`src/rtl/fetch_unit_pkg.sv`:
```
// rtl/fetch_unit_pkg.sv - shared fetch-unit constants and FSM state encoding
package fetch_unit_pkg;

  localparam logic [63:0] PC_ENTRY_DEFAULT = 64'h0000_0000_8000_0000;

  typedef enum logic [1:0] {
    S_REQ  = 2'd0,
    S_WAIT = 2'd1,
    S_DROP = 2'd2
  } fetch_state_e;

endpackage

```
`src/rtl/fetch_unit_if.sv`:
```
// rtl/fetch_unit_if.sv - redirect, instruction-memory and instruction-out bundle
interface fetch_unit_if #(
  parameter int XLEN = 64,
  parameter int ILEN = 32
);
  logic            ex;
  logic [XLEN-1:0] ex_entry;
  logic            ex_ret;
  logic [XLEN-1:0] epc;
  logic            br_taken;
  logic [XLEN-1:0] br_target;
  logic            imem_req_valid;
  logic            imem_req_ready;
  logic [XLEN-1:0] imem_req_addr;
  logic            imem_resp_valid;
  logic [ILEN-1:0] imem_resp_data;
  logic            inst_valid;
  logic            inst_ready;
  logic [XLEN-1:0] inst_pc;
  logic [ILEN-1:0] inst;

  modport master (
    input  ex, ex_entry, ex_ret, epc, br_taken, br_target,
    input  imem_req_ready, imem_resp_valid, imem_resp_data, inst_ready,
    output imem_req_valid, imem_req_addr, inst_valid, inst_pc, inst
  );

  modport slave (
    output ex, ex_entry, ex_ret, epc, br_taken, br_target,
    output imem_req_ready, imem_resp_valid, imem_resp_data, inst_ready,
    input  imem_req_valid, imem_req_addr, inst_valid, inst_pc, inst
  );
endinterface

```
`src/rtl/fetch_queue.sv`:
```
// rtl/fetch_queue.sv - registered {pc, instruction} FIFO with synchronous flush
module fetch_queue #(
  parameter int XLEN  = 64,
  parameter int ILEN  = 32,
  parameter int DEPTH = 4
) (
  input  logic                       clk,
  input  logic                       rst,
  input  logic                       flush_i,
  input  logic                       push_i,
  input  logic [XLEN-1:0]            push_pc_i,
  input  logic [ILEN-1:0]            push_inst_i,
  input  logic                       pop_i,
  output logic [$clog2(DEPTH):0]     count_o,
  output logic [XLEN-1:0]            head_pc_o,
  output logic [ILEN-1:0]            head_inst_o
);
  localparam int PW = $clog2(DEPTH);
  localparam int CW = PW + 1;

  logic [PW-1:0]   rd_ptr_q, rd_ptr_d, wr_ptr_q, wr_ptr_d;
  logic [CW-1:0]   count_q, count_d;
  logic [XLEN-1:0] pc_mem_q   [DEPTH];
  logic [ILEN-1:0] inst_mem_q [DEPTH];
  logic            do_push, do_pop;

  // A full queue still accepts a push when the head leaves in the same cycle.
  always_comb begin
    do_pop   = pop_i & (count_q != '0);
    do_push  = push_i & ((count_q != CW'(DEPTH)) | do_pop);
    rd_ptr_d = rd_ptr_q;
    wr_ptr_d = wr_ptr_q;
    count_d  = count_q;
    if (flush_i) begin
      rd_ptr_d = '0;
      wr_ptr_d = '0;
      count_d  = '0;
    end else begin
      if (do_pop)  rd_ptr_d = rd_ptr_q + PW'(1);
      if (do_push) wr_ptr_d = wr_ptr_q + PW'(1);
      count_d = count_q + CW'(do_push) - CW'(do_pop);
    end
  end

  always_ff @(posedge clk) begin
    if (rst) begin
      rd_ptr_q <= '0;
      wr_ptr_q <= '0;
      count_q  <= '0;
    end else begin
      rd_ptr_q <= rd_ptr_d;
      wr_ptr_q <= wr_ptr_d;
      count_q  <= count_d;
    end
  end

  always_ff @(posedge clk) begin
    if (do_push && !flush_i) begin
      pc_mem_q[wr_ptr_q]   <= push_pc_i;
      inst_mem_q[wr_ptr_q] <= push_inst_i;
    end
  end

  assign count_o     = count_q;
  assign head_pc_o   = pc_mem_q[rd_ptr_q];
  assign head_inst_o = inst_mem_q[rd_ptr_q];
endmodule

```
`src/rtl/fetch_unit.sv`:
```
// rtl/fetch_unit.sv - single-outstanding instruction fetcher with redirect and fetch queue
module fetch_unit
  import fetch_unit_pkg::*;
#(
  parameter int              XLEN     = 64,
  parameter int              ILEN     = 32,
  parameter logic [XLEN-1:0] PC_ENTRY = XLEN'(PC_ENTRY_DEFAULT),
  parameter int              FQ_DEPTH = 4
) (
  input logic          clk,
  input logic          rst,
  fetch_unit_if.master bus
);
  localparam int QCW = $clog2(FQ_DEPTH) + 1;

  fetch_state_e    state_q, state_d;
  logic [XLEN-1:0] fetch_pc_q, fetch_pc_d;
  logic [XLEN-1:0] target;
  logic [QCW-1:0]  count;
  logic            redirect, req_valid, push, flush, pop;

  assign redirect = bus.ex | bus.ex_ret | bus.br_taken;
  assign target   = bus.ex ? bus.ex_entry : (bus.ex_ret ? bus.epc : bus.br_target);

  // DROP exists so a response belonging to a pre-redirect request never reaches the queue.
  always_comb begin
    state_d    = state_q;
    fetch_pc_d = fetch_pc_q;
    push       = 1'b0;
    flush      = 1'b0;
    req_valid  = ~rst & (state_q == S_REQ) & (count < QCW'(FQ_DEPTH)) & ~redirect;
    case (state_q)
      S_REQ: begin
        if (redirect) begin
          flush      = 1'b1;
          fetch_pc_d = target;
        end else if (req_valid && bus.imem_req_ready) begin
          state_d = S_WAIT;
        end
      end
      S_WAIT: begin
        if (redirect) begin
          flush      = 1'b1;
          fetch_pc_d = target;
          state_d    = bus.imem_resp_valid ? S_REQ : S_DROP;
        end else if (bus.imem_resp_valid) begin
          push       = 1'b1;
          fetch_pc_d = fetch_pc_q + XLEN'(4);
          state_d    = S_REQ;
        end
      end
      S_DROP: begin
        if (redirect) begin
          flush      = 1'b1;
          fetch_pc_d = target;
        end
        if (bus.imem_resp_valid) state_d = S_REQ;
      end
      default: state_d = S_REQ;
    endcase
  end

  always_ff @(posedge clk) begin
    if (rst) begin
      state_q    <= S_REQ;
      fetch_pc_q <= PC_ENTRY;
    end else begin
      state_q    <= state_d;
      fetch_pc_q <= fetch_pc_d;
    end
  end

  assign bus.inst_valid     = ~rst & (count != '0);
  assign pop                = bus.inst_valid & bus.inst_ready;
  assign bus.imem_req_valid = req_valid;
  assign bus.imem_req_addr  = fetch_pc_q;

  fetch_queue #(
    .XLEN  (XLEN),
    .ILEN  (ILEN),
    .DEPTH (FQ_DEPTH)
  ) u_queue (
    .clk         (clk),
    .rst         (rst),
    .flush_i     (flush),
    .push_i      (push),
    .push_pc_i   (fetch_pc_q),
    .push_inst_i (bus.imem_resp_data),
    .pop_i       (pop),
    .count_o     (count),
    .head_pc_o   (bus.inst_pc),
    .head_inst_o (bus.inst)
  );
endmodule
```
`src/flat_wrapper.sv`:
```
// flat-port wrapper written by rule: the top's interface ports become plain ports
module fetch_unit_flat import fetch_unit_pkg::*;
#(
  parameter int              XLEN     = 64,
  parameter int              ILEN     = 32,
  parameter logic [XLEN-1:0] PC_ENTRY = XLEN'(PC_ENTRY_DEFAULT),
  parameter int              FQ_DEPTH = 4
)
  (clk, rst, bus_ex, bus_ex_entry, bus_ex_ret, bus_epc, bus_br_taken, bus_br_target, bus_imem_req_ready, bus_imem_resp_valid, bus_imem_resp_data, bus_inst_ready, bus_imem_req_valid, bus_imem_req_addr, bus_inst_valid, bus_inst_pc, bus_inst);
  fetch_unit_if #(.XLEN(XLEN), .ILEN(ILEN)) bus_i ();
  input logic clk;
  input logic rst;
  input wire logic [$bits(bus_i.ex)-1:0] bus_ex;
  input wire logic [$bits(bus_i.ex_entry)-1:0] bus_ex_entry;
  input wire logic [$bits(bus_i.ex_ret)-1:0] bus_ex_ret;
  input wire logic [$bits(bus_i.epc)-1:0] bus_epc;
  input wire logic [$bits(bus_i.br_taken)-1:0] bus_br_taken;
  input wire logic [$bits(bus_i.br_target)-1:0] bus_br_target;
  input wire logic [$bits(bus_i.imem_req_ready)-1:0] bus_imem_req_ready;
  input wire logic [$bits(bus_i.imem_resp_valid)-1:0] bus_imem_resp_valid;
  input wire logic [$bits(bus_i.imem_resp_data)-1:0] bus_imem_resp_data;
  input wire logic [$bits(bus_i.inst_ready)-1:0] bus_inst_ready;
  output wire logic [$bits(bus_i.imem_req_valid)-1:0] bus_imem_req_valid;
  output wire logic [$bits(bus_i.imem_req_addr)-1:0] bus_imem_req_addr;
  output wire logic [$bits(bus_i.inst_valid)-1:0] bus_inst_valid;
  output wire logic [$bits(bus_i.inst_pc)-1:0] bus_inst_pc;
  output wire logic [$bits(bus_i.inst)-1:0] bus_inst;
  assign bus_i.ex = bus_ex;
  assign bus_i.ex_entry = bus_ex_entry;
  assign bus_i.ex_ret = bus_ex_ret;
  assign bus_i.epc = bus_epc;
  assign bus_i.br_taken = bus_br_taken;
  assign bus_i.br_target = bus_br_target;
  assign bus_i.imem_req_ready = bus_imem_req_ready;
  assign bus_i.imem_resp_valid = bus_imem_resp_valid;
  assign bus_i.imem_resp_data = bus_imem_resp_data;
  assign bus_i.inst_ready = bus_inst_ready;
  assign bus_imem_req_valid = bus_i.imem_req_valid;
  assign bus_imem_req_addr = bus_i.imem_req_addr;
  assign bus_inst_valid = bus_i.inst_valid;
  assign bus_inst_pc = bus_i.inst_pc;
  assign bus_inst = bus_i.inst;
  fetch_unit #(.XLEN(XLEN), .ILEN(ILEN), .PC_ENTRY(PC_ENTRY), .FQ_DEPTH(FQ_DEPTH)) u_core (.clk(clk), .rst(rst), .bus(bus_i));
endmodule
```
`config.mk`:
```
export PLATFORM = sky130hd
export DESIGN_NAME = fetch_unit_flat
export DESIGN_NICKNAME = d
export VERILOG_FILES = /design/src/rtl/fetch_unit_pkg.sv /design/src/rtl/fetch_unit_if.sv /design/src/rtl/fetch_queue.sv /design/src/rtl/fetch_unit.sv /design/src/flat_wrapper.sv
export SDC_FILE = /design/constraint.sdc
export NUM_CORES = 1
export LEC_CHECK = 0
export ABC_AREA = 0
export CORE_AREA = 2 2 225 227
export DETAILED_ROUTE_END_ITERATION = 16
export DIE_AREA = 0 0 227 229
export GPL_TIMING_DRIVEN = 0
export PLACE_DENSITY = 0.65
export SYNTH_ARGS = -nofsm -noshare
export SYNTH_HDL_FRONTEND = slang
export SYNTH_SLANG_ARGS = --single-unit
```
`constraint.sdc`:
```
create_clock -name clk -period 7 [get_ports clk]
set_input_delay 2.1 -clock clk [delete_from_list [all_inputs] [get_ports clk]]
set_output_delay 2.1 -clock clk [all_outputs]
set_load 0.02 [all_outputs]
```
==> summary.md, run 1 <==
| Metric | Value |
|---|---|
| Distinct cells, synth | `70` |
| Most frequent cells in the layout | `clkdlybuf4s50_1, edfxtp_1, nand2_1` |
| Port-buffer cells | `392` |
| Setup ws final | `0.133 ns` |
| Synth top area cells | `edfxtp_1, mux4_2, dfxtp_1` |
| Skew-Pair Late Insertion Delay | `0.60 ns` |
| Antenna violations before repair | `1` |
| Syn avg cell area | `14.8 um2` |
| Hpwl dp | `46.5 mm` |
| Minimum clock period after layout | `6.87 ns` |
| Nets | `2042` |
| Total clock buffers created by CTS | `48` |
| RSZ-0062 raised after global routing | `no` |
| First-pass GRT wire length | `94.8 mm` |
| Ports | `394` |
| Std-Cell Core Area | `0.0497 mm2` |
| Root Buffer | `clkbuf_16` |
| Crit-path slowest cell | `clkdlybuf4s50_1` |
| Register area share after synthesis | `65.0%` |
| Final count of hold timing violations | `0` |
| Max Root-Sink Buffers | `3` |
| Max-Cap Viols | `0` |
| Period utilization | `98.1%` |
| Reg2reg setup slack | `3.49 ns` |
| Top FF cell, synth | `edfxtp_1` |
| Max Fanout on Critical Path | `10` |
| Final setup violation count | `0` |
| Clock Sinks | `459` |
| Ys async rst share | `0%` |
| VDD IR-drop max | `165 uV` |
| Outcome | `finished, final reports clean` |
| Commonest non-fill, non-tap cell in the layout | `clkdlybuf4s50_1` |
| Syn Nets | `1596` |
| Layout fillers | `4249` |
| Post-Place Cells | `2424` |
| Antenna Nets Post-Route | `0` |
| Top cell type's share of synthesized area | `57.6%` |
| Total track usage | `25.2%` |
| CTS clock-pin slew for the worst setup and hold paths | `0.06 ns` |
| Share of cells above drive strength 1 | `12.2%` |
| Synth Instances | `1356` |
| Synth Warn # | `0` |
| CTS tree | `done` |
| EDFF count, synth | `384` |
| Post-synth top area cell | `edfxtp_1` |
| Worst-margin pin slew | `1.37 ns` |
| DIE HEIGHT | `229 um` |
| Place WS | `-0.249 ns` |
| Grt ovf | `0` |
| DRT iter0 DRCs | `1287` |
| Die ar. | `0.0520 mm2` |
| # rows | `82` |
| Initial core utilization | `40.3%` |
| Worst Skew | `0.0372 ns` |
| Crit path required time | `4.90 ns` |
| Min Hold Slack | `0.522 ns` |
| Wire length per cell | `26.5 um` |
| Crit path launch type | `input port` |
| Area growth from synthesis to layout | `32.0%` |
| CP endpoint kind | `primary output` |
| Pre-antenna DRT Iters | `5` |
| DRC | `0` |
| Most common cell on crit path | `clkdlybuf4s50_1` |
| CP top delay family | `buffers and inverters` |
| Number of global-route vias before repair | `14200` |
| Gpl congestion | `0.947` |
| Worst path cell trace | `clkdlybuf4s50_1 > clkbuf_1 > clkbuf_2 > clkdlybuf4s15_2 > nor2_1 > clkdlybuf4s50_1` |
| CP Buf/Inv Count | `5` |
| Worst path arrival time | `4.77 ns` |
| Seq cells post-synth | `459` |
| Final wirelength | `66.5 mm` |
| Fmax | `146 MHz` |
| Critical Path Max Stage Delay | `0.57 ns` |
| Hold buffers post-CTS | `0` |
| DR vias | `14400` |
| Final non-filler cell total | `2514` |
| Pin count of the biggest net entering global routing | `51` |
| Mapped cell area | `0.0200 mm2` |
| Cell area power density | `229 mW/mm2` |
| HP Class | `flop to flop` |
| Rel. slew slack | `8.83%` |
| Die Span X | `227 um` |
| H-tree Lvls | `2` |
| Pins Over Slew Limit | `0` |
| Vias per cell | `5.72` |
| Critical path class | `input port to primary output` |
| Leakage | `8.72 nW` |
==> repair_timing <==
| item | CTS | global route |
|---|---|---|
| setup endpoints to repair | 1 | 0 |
| hold endpoints to repair | 0 | 0 |
| gates resized for setup | 3 | 0 |
| buffers inserted | 0 | 0 |
==> area by class of cell <==
type	instances	area [um2]	area share, %
Multi-Input combinational cell	791	6590	24.9
Clock inverter	29	254	0.960
Sequential cell	459	13000	49.3
Inverter	15	56.3	0.213
Buffer	91	378	1.43
Timing Repair Buffer	396	4030	15.2
Antenna cell	1	2.50	0.00946
Clock buffer	60	1270	4.79
Tap cell	672	841	3.18
==> final timing paths <==
check | startpoint | end | depth (start not counted)
setup reg to reg | u_core.state_q[0] | u_core.u_queue.inst_mem_q[2][24] | 5
setup / recovery | rst | bus_inst_valid | 6
hold reg to reg | u_core.bus.imem_req_addr[45] | u_core.u_queue.pc_mem_q[0][45] | 0
hold / removal | u_core.bus.imem_req_addr[45] | u_core.u_queue.pc_mem_q[0][45] | 0
==> metrics by stage <==
stage | utilization (%) | total power (W) | setup TNS [ns] | instance area (um2)
after floorplan | - | 0.00329 | 0 | 20000
after CTS | 53.3 | 0.00609 | 0 | 26500
after global placement | 49.9 | 0.00361 | -754.86 | 24800
after detailed placement | 50.2 | 0.00362 | -0.249 | 24900
after global routing | 53.3 | 0.00622 | 0 | 26500
final | 53.3 | 0.00605 | 0 | 26500
==> where the power goes <==
| part | total (W) | internal, W | switching, W |
|---|---|---|---|
| Clock | 0.00248 | 0.00141 | 0.00107 |
| Combinational | 0.000474 | 0.000238 | 0.000236 |
| Sequential | 0.00309 | 0.00300 | 0.0000953 |
==> sequential cells by signal, indices dropped and copies added, names as in the netlist, named ones only <==
register / count
u_core.u_queue.pc_mem_q: 256
u_core.u_queue.inst_mem_q: 128
u_core.bus.imem_req_addr: 64
u_core.u_queue.count_o: 3
u_core.state_q: 2
u_core.u_queue.rd_ptr_q: 2
u_core.u_queue.wr_ptr_q: 2
==> Yosys cell counts, types with 23 or more instances <==
library cell	n
edfxtp_1	384
nand2_1	122
mux4_2	96
dfxtp_1	75
o21ai_0	69
mux2i_1	66
clkbuf_1	62
nor2_1	57
a21oi_1	48
nand3_1	38
nand4_1	38
o211ai_1	25
nor3_1	23
==> per-layer routing <==
metal  wire length (um)  share of wire, %  vias to the layer above  GRT usage, %
li1                   -                 -                     6352             -
met1              27500                41                     7236          34.4
met2              31700                48                      677          40.6
met3               5790               8.7                      103          5.66
met4               1500               2.3                        2          6.84
met5                 13             0.020                        -             0
==> cells by family (layout without fill, tap and decap cells) <==
logic type,after synthesis,after routing,synth area share [%]
other,0,1,0
XOR/XNOR,5,5,0.219
buffers and inverters,106,591,2.12
flip-flops,459,459,65.0
adder cells (fa/ha/maj),8,8,0.537
AND/OR/NAND/NOR,366,366,9.65
multiplexers,172,172,14.7
AO/OA/AOI/OAI,240,240,7.77
No activity file was read; power rests on OpenSTA's default activity.
==> inputs of run 2 (changes only) <==
--- a/config.mk
+++ b/config.mk
@@ -7,6 +7,7 @@
 export LEC_CHECK = 0
 export ABC_AREA = 0
 export CORE_AREA = 2 2 225 227
+export CTS_CLUSTER_SIZE = 28
 export DETAILED_ROUTE_END_ITERATION = 16
 export DIE_AREA = 0 0 227 229
 export GPL_TIMING_DRIVEN = 0
==> run 2 against run 1 <==
Core utilization barely moved; power fell by 0.29%; sequential share of layout area barely moved; sequential power barely moved; cell count barely moved; die area did not move; design area barely moved; clock skew fell by 0.014 ns; combinational power barely moved; clock power barely moved; wire length barely moved.
==> summary.md, run 2 (synthesis gave the netlist of run 1 again) <==
| Metric | Value |
|---|---|
| Outcome | `finished, final reports clean` |
| Critical path class | `input port to primary output` |
| DRT iter0 DRCs | `1327` |
| Final non-filler cell total | `2515` |
| Die ar. | `0.0520 mm2` |
| Ports | `394` |
| Fmax | `146 MHz` |
| Number of global-route vias before repair | `14100` |
| Vias per cell | `5.71` |
| Leakage | `8.71 nW` |
| Largest register FFs | `256` |
| Total track usage | `25.2%` |
| Placed Area | `0.0249 mm2` |
| Biggest register | `u_core.u_queue.pc_mem_q` |
| Max Root-Sink Buffers | `3` |
| DRC | `0` |
| Rel. slew slack | `7.97%` |
| Final wirelength | `66.5 mm` |
| Worst Skew | `0.0232 ns` |
| Die Span X | `227 um` |
| Place WS | `-0.249 ns` |
| Total clock buffers created by CTS | `48` |
| Crit path launch type | `input port` |
| CP Buf/Inv Count | `5` |
| Nets | `2042` |
| Final Cell Area | `0.0265 mm2` |
| CP top delay family | `buffers and inverters` |
| Sequential Area | `0.0130 mm2` |
| Hold buffers post-CTS | `0` |
| First-pass GRT wire length | `94.7 mm` |
| Min Hold Slack | `0.518 ns` |
| Pin count of the biggest net entering global routing | `51` |
| Pins Over Slew Limit | `0` |
| Critical Path Max Stage Delay | `0.57 ns` |
| H-tree Lvls | `2` |
| DR vias | `14400` |
| Grt ovf | `0` |
| Final setup violation count | `0` |
| Skew-Pair Late Insertion Delay | `0.59 ns` |
| Max-Cap Viols | `0` |
| Wire length per cell | `26.5 um` |
| Gpl congestion | `0.947` |
| Setup ws final | `0.161 ns` |
| Period utilization | `97.7%` |
| Internal power | `0.00463 W` |
| Multi-input gate area | `0.00659 mm2` |
| Initial core utilization | `40.3%` |
| Combinational power share | `7.9%` |
| Area growth from synthesis to layout | `32.0%` |
| Layout fillers | `4251` |
| # Post-CTS Setup Buffers | `0` |
| Minimum clock period after layout | `6.84 ns` |
| DIE HEIGHT | `229 um` |
| Most frequent cells in the layout | `clkdlybuf4s50_1, edfxtp_1, nand2_1` |
| Worst path cell trace | `clkdlybuf4s50_1 > clkbuf_1 > clkbuf_2 > clkdlybuf4s15_2 > nor2_1 > clkdlybuf4s50_1` |
| # rows | `82` |
| Antenna Nets Post-Route | `0` |
| Share of cells above drive strength 1 | `12.2%` |
| Port-buffer cells | `392` |
| Root Buffer | `clkbuf_16` |
| VDD IR-drop max | `159 uV` |
| Psw | `0.00140 W` |
| Final count of hold timing violations | `0` |
| RSZ-0062 raised after global routing | `no` |
| Net Sw Frac | `23.3%` |
| Post_cts resized | `3` |
| Clock share of power | `40.9%` |
| Post-Place Cells | `2424` |
| Reg2reg setup slack | `3.40 ns` |
| Antenna violations before repair | `0` |
| CTS tree | `done` |
| Most common cell on crit path | `clkdlybuf4s50_1` |
| Post-layout power | `0.00603 W` |
| HP Class | `flop to flop` |
| Crit-path slowest cell | `clkdlybuf4s50_1` |
| Crit path required time | `4.90 ns` |
| Clock Sinks | `459` |
| CP endpoint kind | `primary output` |
| Commonest non-fill, non-tap cell in the layout | `clkdlybuf4s50_1` |
| Std-Cell Core Area | `0.0497 mm2` |
| Hpwl dp | `46.5 mm` |
| Max Fanout on Critical Path | `10` |
| CTS clock-pin slew for the worst setup and hold paths | `0.06 ns` |
| Cell area power density | `228 mW/mm2` |
| Worst-margin pin slew | `1.38 ns` |
| Worst path arrival time | `4.74 ns` |
| Pre-antenna DRT Iters | `5` |
| Register share of total power | `51.3%` |
## run 2: layer usage
layer / GRT usage, % / part of all wire (%) / vias up
met3: 5.94 / 8.9 / 97
li1: - / - / 6349
met4: 6.64 / 2.3 / 0
met5: 0 / 0 / -
met1: 34.4 / 41 / 7230
met2: 40.5 / 47 / 685
## run 2: metrics by stage
stage | utilization (%) | TNS (ns)
after floorplan | - | 0
after global placement | 49.9 | -754.86
after detailed placement | 50.2 | -0.249
after CTS | 53.3 | 0
after global routing | 53.3 | 0
final | 53.3 | 0
## run 2: layout make-up
type / count / share of cell area [%]
Clock buffer: 61 / 4.89
Clock inverter: 28 / 0.861
Sequential cell: 459 / 49.3
Timing Repair Buffer: 396 / 15.2
Multi-Input combinational cell: 791 / 24.9
Buffer: 91 / 1.43
Tap cell: 672 / 3.18
Antenna cell: 2 / 0.0189
Inverter: 15 / 0.213
## run 2: worst paths after layout
kind | startpoint | end | cells after the start
worst max-delay path | rst | bus_inst_valid | 6
worst min-delay path | u_core.bus.imem_req_addr[0] | u_core.bus.imem_req_addr[0] | 2
worst max register to register | u_core.state_q[0] | u_core.u_queue.inst_mem_q[3][31] | 5
worst min register to register | u_core.bus.imem_req_addr[0] | u_core.bus.imem_req_addr[0] | 2
## run 2: power by group through the flow
stage | logic [W] | registers (W) | clock network, W
floorplan | 0.000145 | 0.00315 | 0
CTS | 0.000474 | 0.00309 | 0.00252
global placement | 0.000467 | 0.00315 | 0
finish | 0.000474 | 0.00309 | 0.00247
detailed placement | 0.000471 | 0.00315 | 0
global route | 0.000502 | 0.00310 | 0.00261
## run 2: worst register-to-register path: cells and delay by family, from the launching register on
| kind | cells | cell delay, ns |
|---|---|---|
| buffers and inverters | 2 | 0.64 |
| flip-flops | 1 | 0.33 |
| AND/OR/NAND/NOR | 2 | 1.40 |
| AO/OA/AOI/OAI | 1 | 0.78 |
